===== config.mk =====
export PLATFORM = sky130hd
export DESIGN_NAME = execute_stage_md_flat
export DESIGN_NICKNAME = d
export VERILOG_FILES = /design/src/rtl/execute_stage_md_if.sv /design/src/rtl/execute_stage_md.sv /design/src/flat_wrapper.sv
export SDC_FILE = /design/constraint.sdc
export NUM_CORES = 2
export LEC_CHECK = 0
export BUFFER_PORTS_ARGS = -buffer_cell sky130_fd_sc_hd__buf_2
export CAP_MARGIN = 0
export CORE_MARGIN = 1
export CORE_UTILIZATION = 31
export CTS_CLUSTER_DIAMETER = 200
export DETAILED_ROUTE_END_ITERATION = 8
export PLACE_DENSITY_LB_ADDON = 0.05
export SLEW_MARGIN = 20
export SYNTH_ARGS = -nofsm -noshare
export SYNTH_HDL_FRONTEND = slang
export SYNTH_SLANG_ARGS = --single-unit

===== constraint.sdc =====
create_clock -name clk -period 11.95 [get_ports clk]
set_clock_uncertainty 0.2 [all_clocks]
set_input_delay 2.9875 -clock clk [delete_from_list [all_inputs] [get_ports clk]]
set_output_delay 2.9875 -clock clk [all_outputs]
set_load 0.02 [all_outputs]

===== src/rtl/execute_stage_md_if.sv =====
// Execute-stage bus: decoded E-stage controls/operands in, EX/MEM register and redirect out.
interface execute_stage_md_if #(
  parameter int unsigned XLEN = 32
);
  logic            FlushE;
  logic            RegWriteE;
  logic            MemWriteE;
  logic [1:0]      ResultSrcE;
  logic            ALUSrcE;
  logic [3:0]      ALUControlE;
  logic            MulDivE;
  logic [2:0]      MulDivOpE;
  logic            BranchEnE;
  logic [2:0]      BranchOpE;
  logic            JumpE;
  logic            JalrE;
  logic [1:0]      ForwardAE;
  logic [1:0]      ForwardBE;
  logic [XLEN-1:0] RD1E;
  logic [XLEN-1:0] RD2E;
  logic [XLEN-1:0] ImmExtE;
  logic [XLEN-1:0] PCE;
  logic [XLEN-1:0] PCPlus4E;
  logic [4:0]      RdE;
  logic [XLEN-1:0] ResultW;

  logic            BusyE;
  logic            PCSrcE;
  logic [XLEN-1:0] PCTargetE;
  logic            RegWriteM;
  logic            MemWriteM;
  logic [1:0]      ResultSrcM;
  logic [4:0]      RdM;
  logic [XLEN-1:0] ALUResultM;
  logic [XLEN-1:0] WriteDataM;
  logic [XLEN-1:0] PCPlus4M;

  modport master (
    output FlushE, RegWriteE, MemWriteE, ResultSrcE, ALUSrcE, ALUControlE, MulDivE, MulDivOpE,
           BranchEnE, BranchOpE, JumpE, JalrE, ForwardAE, ForwardBE, RD1E, RD2E, ImmExtE,
           PCE, PCPlus4E, RdE, ResultW,
    input  BusyE, PCSrcE, PCTargetE, RegWriteM, MemWriteM, ResultSrcM, RdM, ALUResultM,
           WriteDataM, PCPlus4M
  );

  modport slave (
    input  FlushE, RegWriteE, MemWriteE, ResultSrcE, ALUSrcE, ALUControlE, MulDivE, MulDivOpE,
           BranchEnE, BranchOpE, JumpE, JalrE, ForwardAE, ForwardBE, RD1E, RD2E, ImmExtE,
           PCE, PCPlus4E, RdE, ResultW,
    output BusyE, PCSrcE, PCTargetE, RegWriteM, MemWriteM, ResultSrcM, RdM, ALUResultM,
           WriteDataM, PCPlus4M
  );
endinterface


===== src/rtl/execute_stage_md.sv =====
// RV32IM execute stage: forwarding, ALU, branch/jump resolution, EX/MEM register and an
// iterative one-bit-per-cycle multiply/divide unit that stalls the front of the pipe while busy.
module execute_stage_md #(
  parameter int unsigned XLEN = 32,
  parameter int unsigned CNTW = 6
) (
  input logic               clk,
  input logic               rst,
  execute_stage_md_if.slave bus
);
  localparam int unsigned SHW = $clog2(XLEN);
  localparam int unsigned PW  = 2 * XLEN;

  localparam logic [3:0] ALU_ADD  = 4'd0;
  localparam logic [3:0] ALU_SUB  = 4'd1;
  localparam logic [3:0] ALU_AND  = 4'd2;
  localparam logic [3:0] ALU_OR   = 4'd3;
  localparam logic [3:0] ALU_XOR  = 4'd4;
  localparam logic [3:0] ALU_SLT  = 4'd5;
  localparam logic [3:0] ALU_SLTU = 4'd6;
  localparam logic [3:0] ALU_SLL  = 4'd7;
  localparam logic [3:0] ALU_SRL  = 4'd8;
  localparam logic [3:0] ALU_SRA  = 4'd9;
  localparam logic [3:0] ALU_LUI  = 4'd10;

  localparam logic [2:0] MD_MUL    = 3'd0;
  localparam logic [2:0] MD_MULH   = 3'd1;
  localparam logic [2:0] MD_MULHSU = 3'd2;
  localparam logic [2:0] MD_MULHU  = 3'd3;
  localparam logic [2:0] MD_DIV    = 3'd4;
  localparam logic [2:0] MD_DIVU   = 3'd5;
  localparam logic [2:0] MD_REM    = 3'd6;

  localparam logic [2:0] BR_BEQ  = 3'd0;
  localparam logic [2:0] BR_BNE  = 3'd1;
  localparam logic [2:0] BR_BLT  = 3'd4;
  localparam logic [2:0] BR_BGE  = 3'd5;
  localparam logic [2:0] BR_BLTU = 3'd6;
  localparam logic [2:0] BR_BGEU = 3'd7;

  typedef enum logic [1:0] {S_IDLE, S_BUSY, S_DONE} state_t;

  state_t          state;
  logic [CNTW-1:0] cnt;
  logic [PW-1:0]   acc;
  logic [XLEN-1:0] opd, dvd_l, wd_l, pc4_l;
  logic [2:0]      op_l;
  logic            neg_q, neg_r, dz_l, regw_l, memw_l;
  logic [1:0]      rsrc_l;
  logic [4:0]      rd_l;

  logic [XLEN-1:0] src_a, fwd_b, alu_b, alu_res;
  logic            busy;

  // Operand forwarding
  always_comb begin
    src_a = bus.RD1E;
    fwd_b = bus.RD2E;
    case (bus.ForwardAE)
      2'b01:   src_a = bus.ResultW;
      2'b10:   src_a = bus.ALUResultM;
      default: src_a = bus.RD1E;
    endcase
    case (bus.ForwardBE)
      2'b01:   fwd_b = bus.ResultW;
      2'b10:   fwd_b = bus.ALUResultM;
      default: fwd_b = bus.RD2E;
    endcase
  end

  assign alu_b = bus.ALUSrcE ? bus.ImmExtE : fwd_b;

  logic [SHW-1:0] shamt;
  assign shamt = alu_b[SHW-1:0];

  always_comb begin
    alu_res = '0;
    case (bus.ALUControlE)
      ALU_ADD:  alu_res = src_a + alu_b;
      ALU_SUB:  alu_res = src_a - alu_b;
      ALU_AND:  alu_res = src_a & alu_b;
      ALU_OR:   alu_res = src_a | alu_b;
      ALU_XOR:  alu_res = src_a ^ alu_b;
      ALU_SLT:  alu_res = XLEN'($signed(src_a) < $signed(alu_b));
      ALU_SLTU: alu_res = XLEN'(src_a < alu_b);
      ALU_SLL:  alu_res = src_a << shamt;
      ALU_SRL:  alu_res = src_a >> shamt;
      ALU_SRA:  alu_res = XLEN'($signed(src_a) >>> shamt);
      ALU_LUI:  alu_res = alu_b;
      default:  alu_res = '0;
    endcase
  end

  // Branch flags from A - B on the register operands; carry set means no borrow
  logic [XLEN:0] cmp;
  logic          c_f, n_f, v_f, z_f, br_cond;
  assign cmp = {1'b0, src_a} + {1'b0, ~fwd_b} + {{XLEN{1'b0}}, 1'b1};
  assign c_f = cmp[XLEN];
  assign n_f = cmp[XLEN-1];
  assign v_f = (src_a[XLEN-1] ^ fwd_b[XLEN-1]) & (cmp[XLEN-1] ^ src_a[XLEN-1]);
  assign z_f = (cmp[XLEN-1:0] == '0);

  always_comb begin
    br_cond = 1'b0;
    case (bus.BranchOpE)
      BR_BEQ:  br_cond = z_f;
      BR_BNE:  br_cond = ~z_f;
      BR_BLT:  br_cond = n_f ^ v_f;
      BR_BGE:  br_cond = ~(n_f ^ v_f);
      BR_BLTU: br_cond = ~c_f;
      BR_BGEU: br_cond = c_f;
      default: br_cond = 1'b0;
    endcase
  end

  logic [XLEN-1:0] jalr_sum;
  assign jalr_sum      = src_a + bus.ImmExtE;
  assign bus.PCTargetE = bus.JalrE ? {jalr_sum[XLEN-1:1], 1'b0} : bus.PCE + bus.ImmExtE;

  assign busy       = rst & ((state == S_BUSY) |
                             ((state == S_IDLE) & bus.MulDivE & ~bus.FlushE));
  assign bus.BusyE  = busy;
  assign bus.PCSrcE = ~busy & (bus.JumpE | (bus.BranchEnE & br_cond));

  // Signed ops run on magnitudes; the sign is restored when the result is taken
  logic            a_sgn, b_sgn, a_neg, b_neg;
  logic [XLEN-1:0] a_mag, b_mag;
  always_comb begin
    a_sgn = 1'b0;
    b_sgn = 1'b0;
    case (bus.MulDivOpE)
      MD_MUL, MD_MULH, MD_DIV, MD_REM: begin
        a_sgn = 1'b1;
        b_sgn = 1'b1;
      end
      MD_MULHSU: a_sgn = 1'b1;
      default:   a_sgn = 1'b0;
    endcase
  end
  assign a_neg = a_sgn & src_a[XLEN-1];
  assign b_neg = b_sgn & fwd_b[XLEN-1];
  assign a_mag = a_neg ? -src_a : src_a;
  assign b_mag = b_neg ? -fwd_b : fwd_b;

  // One iteration: shift-add multiply (multiplier in the low half) or restoring divide
  logic [XLEN:0] mul_sum, div_tmp, div_diff;
  logic [PW-1:0] step_acc;
  always_comb begin
    mul_sum  = {1'b0, acc[PW-1:XLEN]} + (acc[0] ? {1'b0, opd} : '0);
    div_tmp  = {acc[PW-1:XLEN], acc[XLEN-1]};
    div_diff = div_tmp - {1'b0, opd};
    step_acc = {mul_sum, acc[XLEN-1:1]};
    if (op_l[2]) begin
      if (!div_diff[XLEN]) step_acc = {div_diff[XLEN-1:0], acc[XLEN-2:0], 1'b1};
      else                 step_acc = {div_tmp[XLEN-1:0], acc[XLEN-2:0], 1'b0};
    end
  end

  logic [PW-1:0]   prod;
  logic [XLEN-1:0] quo, rem, md_res;
  assign prod = neg_q ? -acc : acc;
  assign quo  = neg_q ? -acc[XLEN-1:0] : acc[XLEN-1:0];
  assign rem  = neg_r ? -acc[PW-1:XLEN] : acc[PW-1:XLEN];

  always_comb begin
    md_res = '0;
    case (op_l)
      MD_MUL:                       md_res = prod[XLEN-1:0];
      MD_MULH, MD_MULHSU, MD_MULHU: md_res = prod[PW-1:XLEN];
      MD_DIV, MD_DIVU:              md_res = dz_l ? '1 : quo;
      default:                      md_res = dz_l ? dvd_l : rem;
    endcase
  end

  // M-unit FSM and EX/MEM register; every cycle without a result loads a bubble
  always_ff @(posedge clk or negedge rst) begin
    if (!rst) begin
      state          <= S_IDLE;
      cnt            <= '0;
      acc            <= '0;
      opd            <= '0;
      dvd_l          <= '0;
      wd_l           <= '0;
      pc4_l          <= '0;
      op_l           <= '0;
      neg_q          <= 1'b0;
      neg_r          <= 1'b0;
      dz_l           <= 1'b0;
      regw_l         <= 1'b0;
      memw_l         <= 1'b0;
      rsrc_l         <= '0;
      rd_l           <= '0;
      bus.RegWriteM  <= 1'b0;
      bus.MemWriteM  <= 1'b0;
      bus.ResultSrcM <= '0;
      bus.RdM        <= '0;
      bus.ALUResultM <= '0;
      bus.WriteDataM <= '0;
      bus.PCPlus4M   <= '0;
    end else begin
      bus.RegWriteM  <= 1'b0;
      bus.MemWriteM  <= 1'b0;
      bus.ResultSrcM <= '0;
      bus.RdM        <= '0;
      bus.ALUResultM <= '0;
      bus.WriteDataM <= '0;
      bus.PCPlus4M   <= '0;
      if (bus.FlushE) begin
        state <= S_IDLE;
        cnt   <= '0;
      end else begin
        case (state)
          S_IDLE: begin
            if (bus.MulDivE) begin
              acc    <= {{XLEN{1'b0}}, a_mag};
              opd    <= b_mag;
              dvd_l  <= src_a;
              wd_l   <= fwd_b;
              pc4_l  <= bus.PCPlus4E;
              op_l   <= bus.MulDivOpE;
              neg_q  <= a_neg ^ b_neg;
              neg_r  <= a_neg;
              dz_l   <= (fwd_b == '0);
              regw_l <= bus.RegWriteE;
              memw_l <= bus.MemWriteE;
              rsrc_l <= bus.ResultSrcE;
              rd_l   <= bus.RdE;
              cnt    <= '0;
              state  <= S_BUSY;
            end else begin
              bus.RegWriteM  <= bus.RegWriteE;
              bus.MemWriteM  <= bus.MemWriteE;
              bus.ResultSrcM <= bus.ResultSrcE;
              bus.RdM        <= bus.RdE;
              bus.ALUResultM <= alu_res;
              bus.WriteDataM <= fwd_b;
              bus.PCPlus4M   <= bus.PCPlus4E;
            end
          end
          S_BUSY: begin
            acc <= step_acc;
            cnt <= cnt + CNTW'(1);
            if (cnt == CNTW'(XLEN - 1)) begin
              cnt   <= '0;
              state <= S_DONE;
            end
          end
          S_DONE: begin
            bus.RegWriteM  <= regw_l;
            bus.MemWriteM  <= memw_l;
            bus.ResultSrcM <= rsrc_l;
            bus.RdM        <= rd_l;
            bus.ALUResultM <= md_res;
            bus.WriteDataM <= wd_l;
            bus.PCPlus4M   <= pc4_l;
            state          <= S_IDLE;
          end
          default: state <= S_IDLE;
        endcase
      end
    end
  end
endmodule

===== src/flat_wrapper.sv =====
// flat-port wrapper written by rule: the top's interface ports become plain ports
module execute_stage_md_flat 
#(
  parameter int unsigned XLEN = 32,
  parameter int unsigned CNTW = 6
)
  (clk, rst, bus_FlushE, bus_RegWriteE, bus_MemWriteE, bus_ResultSrcE, bus_ALUSrcE, bus_ALUControlE, bus_MulDivE, bus_MulDivOpE, bus_BranchEnE, bus_BranchOpE, bus_JumpE, bus_JalrE, bus_ForwardAE, bus_ForwardBE, bus_RD1E, bus_RD2E, bus_ImmExtE, bus_PCE, bus_PCPlus4E, bus_RdE, bus_ResultW, bus_BusyE, bus_PCSrcE, bus_PCTargetE, bus_RegWriteM, bus_MemWriteM, bus_ResultSrcM, bus_RdM, bus_ALUResultM, bus_WriteDataM, bus_PCPlus4M);
  execute_stage_md_if #(.XLEN(XLEN)) bus_i ();
  input logic clk;
  input logic rst;
  input wire logic [$bits(bus_i.FlushE)-1:0] bus_FlushE;
  input wire logic [$bits(bus_i.RegWriteE)-1:0] bus_RegWriteE;
  input wire logic [$bits(bus_i.MemWriteE)-1:0] bus_MemWriteE;
  input wire logic [$bits(bus_i.ResultSrcE)-1:0] bus_ResultSrcE;
  input wire logic [$bits(bus_i.ALUSrcE)-1:0] bus_ALUSrcE;
  input wire logic [$bits(bus_i.ALUControlE)-1:0] bus_ALUControlE;
  input wire logic [$bits(bus_i.MulDivE)-1:0] bus_MulDivE;
  input wire logic [$bits(bus_i.MulDivOpE)-1:0] bus_MulDivOpE;
  input wire logic [$bits(bus_i.BranchEnE)-1:0] bus_BranchEnE;
  input wire logic [$bits(bus_i.BranchOpE)-1:0] bus_BranchOpE;
  input wire logic [$bits(bus_i.JumpE)-1:0] bus_JumpE;
  input wire logic [$bits(bus_i.JalrE)-1:0] bus_JalrE;
  input wire logic [$bits(bus_i.ForwardAE)-1:0] bus_ForwardAE;
  input wire logic [$bits(bus_i.ForwardBE)-1:0] bus_ForwardBE;
  input wire logic [$bits(bus_i.RD1E)-1:0] bus_RD1E;
  input wire logic [$bits(bus_i.RD2E)-1:0] bus_RD2E;
  input wire logic [$bits(bus_i.ImmExtE)-1:0] bus_ImmExtE;
  input wire logic [$bits(bus_i.PCE)-1:0] bus_PCE;
  input wire logic [$bits(bus_i.PCPlus4E)-1:0] bus_PCPlus4E;
  input wire logic [$bits(bus_i.RdE)-1:0] bus_RdE;
  input wire logic [$bits(bus_i.ResultW)-1:0] bus_ResultW;
  output wire logic [$bits(bus_i.BusyE)-1:0] bus_BusyE;
  output wire logic [$bits(bus_i.PCSrcE)-1:0] bus_PCSrcE;
  output wire logic [$bits(bus_i.PCTargetE)-1:0] bus_PCTargetE;
  output wire logic [$bits(bus_i.RegWriteM)-1:0] bus_RegWriteM;
  output wire logic [$bits(bus_i.MemWriteM)-1:0] bus_MemWriteM;
  output wire logic [$bits(bus_i.ResultSrcM)-1:0] bus_ResultSrcM;
  output wire logic [$bits(bus_i.RdM)-1:0] bus_RdM;
  output wire logic [$bits(bus_i.ALUResultM)-1:0] bus_ALUResultM;
  output wire logic [$bits(bus_i.WriteDataM)-1:0] bus_WriteDataM;
  output wire logic [$bits(bus_i.PCPlus4M)-1:0] bus_PCPlus4M;
  assign bus_i.FlushE = bus_FlushE;
  assign bus_i.RegWriteE = bus_RegWriteE;
  assign bus_i.MemWriteE = bus_MemWriteE;
  assign bus_i.ResultSrcE = bus_ResultSrcE;
  assign bus_i.ALUSrcE = bus_ALUSrcE;
  assign bus_i.ALUControlE = bus_ALUControlE;
  assign bus_i.MulDivE = bus_MulDivE;
  assign bus_i.MulDivOpE = bus_MulDivOpE;
  assign bus_i.BranchEnE = bus_BranchEnE;
  assign bus_i.BranchOpE = bus_BranchOpE;
  assign bus_i.JumpE = bus_JumpE;
  assign bus_i.JalrE = bus_JalrE;
  assign bus_i.ForwardAE = bus_ForwardAE;
  assign bus_i.ForwardBE = bus_ForwardBE;
  assign bus_i.RD1E = bus_RD1E;
  assign bus_i.RD2E = bus_RD2E;
  assign bus_i.ImmExtE = bus_ImmExtE;
  assign bus_i.PCE = bus_PCE;
  assign bus_i.PCPlus4E = bus_PCPlus4E;
  assign bus_i.RdE = bus_RdE;
  assign bus_i.ResultW = bus_ResultW;
  assign bus_BusyE = bus_i.BusyE;
  assign bus_PCSrcE = bus_i.PCSrcE;
  assign bus_PCTargetE = bus_i.PCTargetE;
  assign bus_RegWriteM = bus_i.RegWriteM;
  assign bus_MemWriteM = bus_i.MemWriteM;
  assign bus_ResultSrcM = bus_i.ResultSrcM;
  assign bus_RdM = bus_i.RdM;
  assign bus_ALUResultM = bus_i.ALUResultM;
  assign bus_WriteDataM = bus_i.WriteDataM;
  assign bus_PCPlus4M = bus_i.PCPlus4M;
  execute_stage_md #(.XLEN(XLEN), .CNTW(CNTW)) u_core (.clk(clk), .rst(rst), .bus(bus_i));
endmodule

==> impl_results.md <==
- Run status: finished with violations
- Failing checks: setup timing
- Worst path arrival time: 8.98 ns
- Core Box Area: 113000 µm²
- Crit path top cell by count: nand4_1
- CTS tree: built
- CP endpoint kind: output port
- CTS Sinks: 319
- R2R depth: 16
- Wire length of the first global-routing pass: 269000 µm
- Critical path required time: 8.76 ns
- Main synth FF type: dfrtp_1
- Avg Cell Area, Syn: 7.44 µm²
- Master of the slowest instance on the critical path: fa_1
- Synth Instances: 4738
- Final GP Congestion: 1.03
- Setup slack, reg-to-reg: 5.27 ns
- Crit path time final: 12.17 ns
- Mux cell area share after synthesis: 0.0528
- Max Root-Sink Buffers: 3
- Netlist cell types: 86
- Synth Area in Adders: 0.100
- FF-to-FF End: u_core.bus.ALUResultM[30]
- Max rail drop VDD: 0.163 mV
- Main combinational cell family by area after synthesis: compound AO/OA/AOI/OAI gates
- Worst-path clk slew: 0.06 ns
- Tcrit/Tclk final: 1.02
- Largest net degree at the start of global routing: 123
- Rel. slew slack: 0.189
- Gr ovfl total: 0
- Synth Register Bits: 319
- Wire per inst: 28.6 µm
- Antenna violations before repair: 20
- H-tree depth: 2
- CTS Buf Count: 39
- Hold Crit Class: flip-flop to flip-flop
- RSZ-0062 raised after global routing: true
- Max Clock Freq: 0.0822 GHz
- Setup CP Type: input pin to output port
- Nets: 5572
- Worst Max-Slew Pin Slew: 1.20 ns
- Synthesis Warnings: 0
- Area Growth Syn to Fin: 18.0%
- 1st-pass router iterations: 5
- Post-synthesis sequential area ratio: 0.226
- CP Launch Type: input pin
- Post-synthesis simple-gate area fraction: 0.182
- Pleak: 0.0188 µW
- Fill count: 12217
- Design Area, Final: 41600 µm²
- Cell row count: 123
- Final core utilization: 0.369
- Synthesized Nets: 5239
- Post-synth EDFFs: 0
- # IOs: 362
- Max Cap Viol: 0
- GRT Total Usage: 0.317
- Ys async rst share: 1.00
- Clk_lat worst skew: 0.57 ns
- R2r startpoint: u_core.bus.ALUResultM[15]
- Crit path largest cell delay: 0.53 ns
- WHS Endpoint: u_core.pc4_l[7]
- Remaining DRCs: 0
- Final setup fails: 1
- Placed Area: 39700 µm²
- Post-DRT Antenna Nets: 0
- Hold depth: 2
- Die Ht: 339 µm
- Worst setup slack after layout: -0.216 ns
- Final Hold Vio Count: 0
- Pwr Density: 170 nW/µm²
- DR iter-0 viols: 3535
- Via density: 5.85
- CP max FO: 6
- Worst hold path startpoint: u_core.pc4_l[7]
- Vias in the first global route: 37156
- Chip width: 339 µm
- Via count: 38629
- Port Buf Inserts: 361
- Slew Viols, Final: 0
- Xor/xnor share of the synthesized area: 0.0708
- Final wirelength: 189000 µm
- Synthesized area: 35300 µm²
- Synth Area in Compound Gates: 0.312
- Initial Util: 0.313
- Root buffer cell: clkbuf_16
- Die ar.: 115000 µm²
- Detailed placement HPWL: 147000 µm
- Layout cells sized above 1: 0.167
==> timing repair <==
action / CTS / global route
setup buffers: 14 / 1
cloned: 1 / 0
pin swaps: 38 / 8
gates resized for setup: 68 / 12
hold buffers: 0 / 0
hold endpoints to repair: 0 / 0
endpoints found under the setup margin: 1 / 1
==> Yosys cell counts (all sizes together), types with 32 or more instances <==
master  instances  share of area
nor2          337          0.036
a21oi         382          0.054
dfrtp         319           0.23
xor2          121          0.030
clkbuf        253          0.027
ha            270          0.096
a211oi         56          0.012
nand3          72          0.010
o21ai         578          0.082
a21o           84          0.018
nand2b         35         0.0062
nand2         665          0.071
a221oi         46          0.011
o221ai         33         0.0082
buf            71         0.0085
o211ai         62          0.013
xnor2         164          0.041
a31oi          49         0.0087
o21bai         37         0.0079
a22o           46          0.011
o21a           33         0.0070
mux2i         141          0.040
inv           180          0.019
nor2b          38         0.0067
nor3           91          0.013
a22oi          72          0.015
o31ai          43         0.0093
or3            32         0.0057
a221o          33         0.0094
==> cells by family (layout without fill, tap and decap cells) <==
| kind of cell | Yosys count | count (layout) |
|---|---|---|
| other | 0 | 6 |
| DFF | 319 | 319 |
| buffers and inverters | 513 | 877 |
| AOI/OAI and AO/OA | 1738 | 1738 |
| muxes | 170 | 170 |
| xor gates and xnor gates | 285 | 285 |
| adders and majority gates | 278 | 278 |
| and+or+nand+nor | 1435 | 1435 |
==> state kept, by name, indices dropped and copies added (netlist names), 31 cells and up <==
register               flops
u_core.acc                64
u_core.bus.ALUResultM     32
u_core.bus.PCPlus4M       32
u_core.bus.WriteDataM     32
u_core.dvd_l              32
u_core.pc4_l              32
u_core.wd_l               32
u_core.opd                31
==> placed cells by master, fill, tap and decap left out, drive strengths merged, types with 33 or more instances in the layout <==
master / count
mux2i: 141
nand3: 72
buf: 615
nor2: 337
o31ai: 43
a22o: 46
a211oi: 56
nand2b: 35
clkbuf: 50
o211ai: 62
nor2b: 38
a221oi: 46
xor2: 121
a221o: 33
o221ai: 33
ha: 270
o21a: 33
a21oi: 382
inv: 181
o21ai: 578
dfrtp: 319
xnor2: 164
a21o: 84
a31oi: 49
o21bai: 37
a22oi: 72
nand2: 665
nor3: 91
==> power breakdown <==
group	internal, µW	leakage (µW)	switching, µW
logic	1540	0.0140	2660
clock network	699	0.000640	525
registers	1310	0.00417	329
total	3560	0.0188	3510
==> critical path, delay by kind of cell <==
kind | cells | cell delay (ns)
AO/OA/AOI/OAI | 14 | 2.75
AND/OR/NAND/NOR | 10 | 1.66
adder cells (fa/ha/maj) | 3 | 1.04
buffers and inverters | 4 | 0.53
==> worst max path at each step <==
stage / endpoint / cells after the start / start / slack (ns)
after global placement: bus_PCSrcE / 34 / bus_ForwardBE[0] / -0.60
after global routing: bus_PCSrcE / 32 / bus_ForwardBE[0] / -0.50
after detailed placement: bus_PCSrcE / 34 / bus_ForwardBE[0] / -0.81
final: bus_PCSrcE / 31 / bus_ForwardBE[1] / -0.22
after floorplan: bus_PCSrcE / 30 / bus_ForwardBE[0] / 0.005
after CTS: bus_PCSrcE / 32 / bus_ForwardBE[0] / 0.004
==> final cells by class <==
cell class | count | area, µm² | area share
multi-input combinational | 3906 | 25800 | 0.621
clock inverter | 22 | 194 | 0.00466
timing repair buffer | 616 | 3890 | 0.0936
antenna | 6 | 15.0 | 0.000361
clock buffer | 50 | 1100 | 0.0264
tap | 1500 | 1880 | 0.0451
sequential | 319 | 7990 | 0.192
inverter | 189 | 713 | 0.0171
==> metrics by stage <==
stage	setup slack [ns]	power, µW	hold WS (ns)	std cells	TNS (ns)
detailed placement	-0.815	5720	0.263	6515	-0.815
global placement	-0.599	5750	0.257	6515	-0.599
global route	-0.496	7530	0.293	6602	-0.496
CTS	0.00420	7030	0.274	6600	0
floorplan	0.00541	4280	0.244	4738	0
finish	-0.216	7070	0.275	6608	-0.216
==> routing by layer <==
metal	global-route usage	share of wire	vias to the layer above
met3	0.0379	0.061	329
li1	-	-	17924
met4	0.143	0.051	6
met5	0	0.00021	-
met1	0.417	0.43	18912
met2	0.518	0.46	1458
No activity file was read; power rests on OpenSTA's default activity.
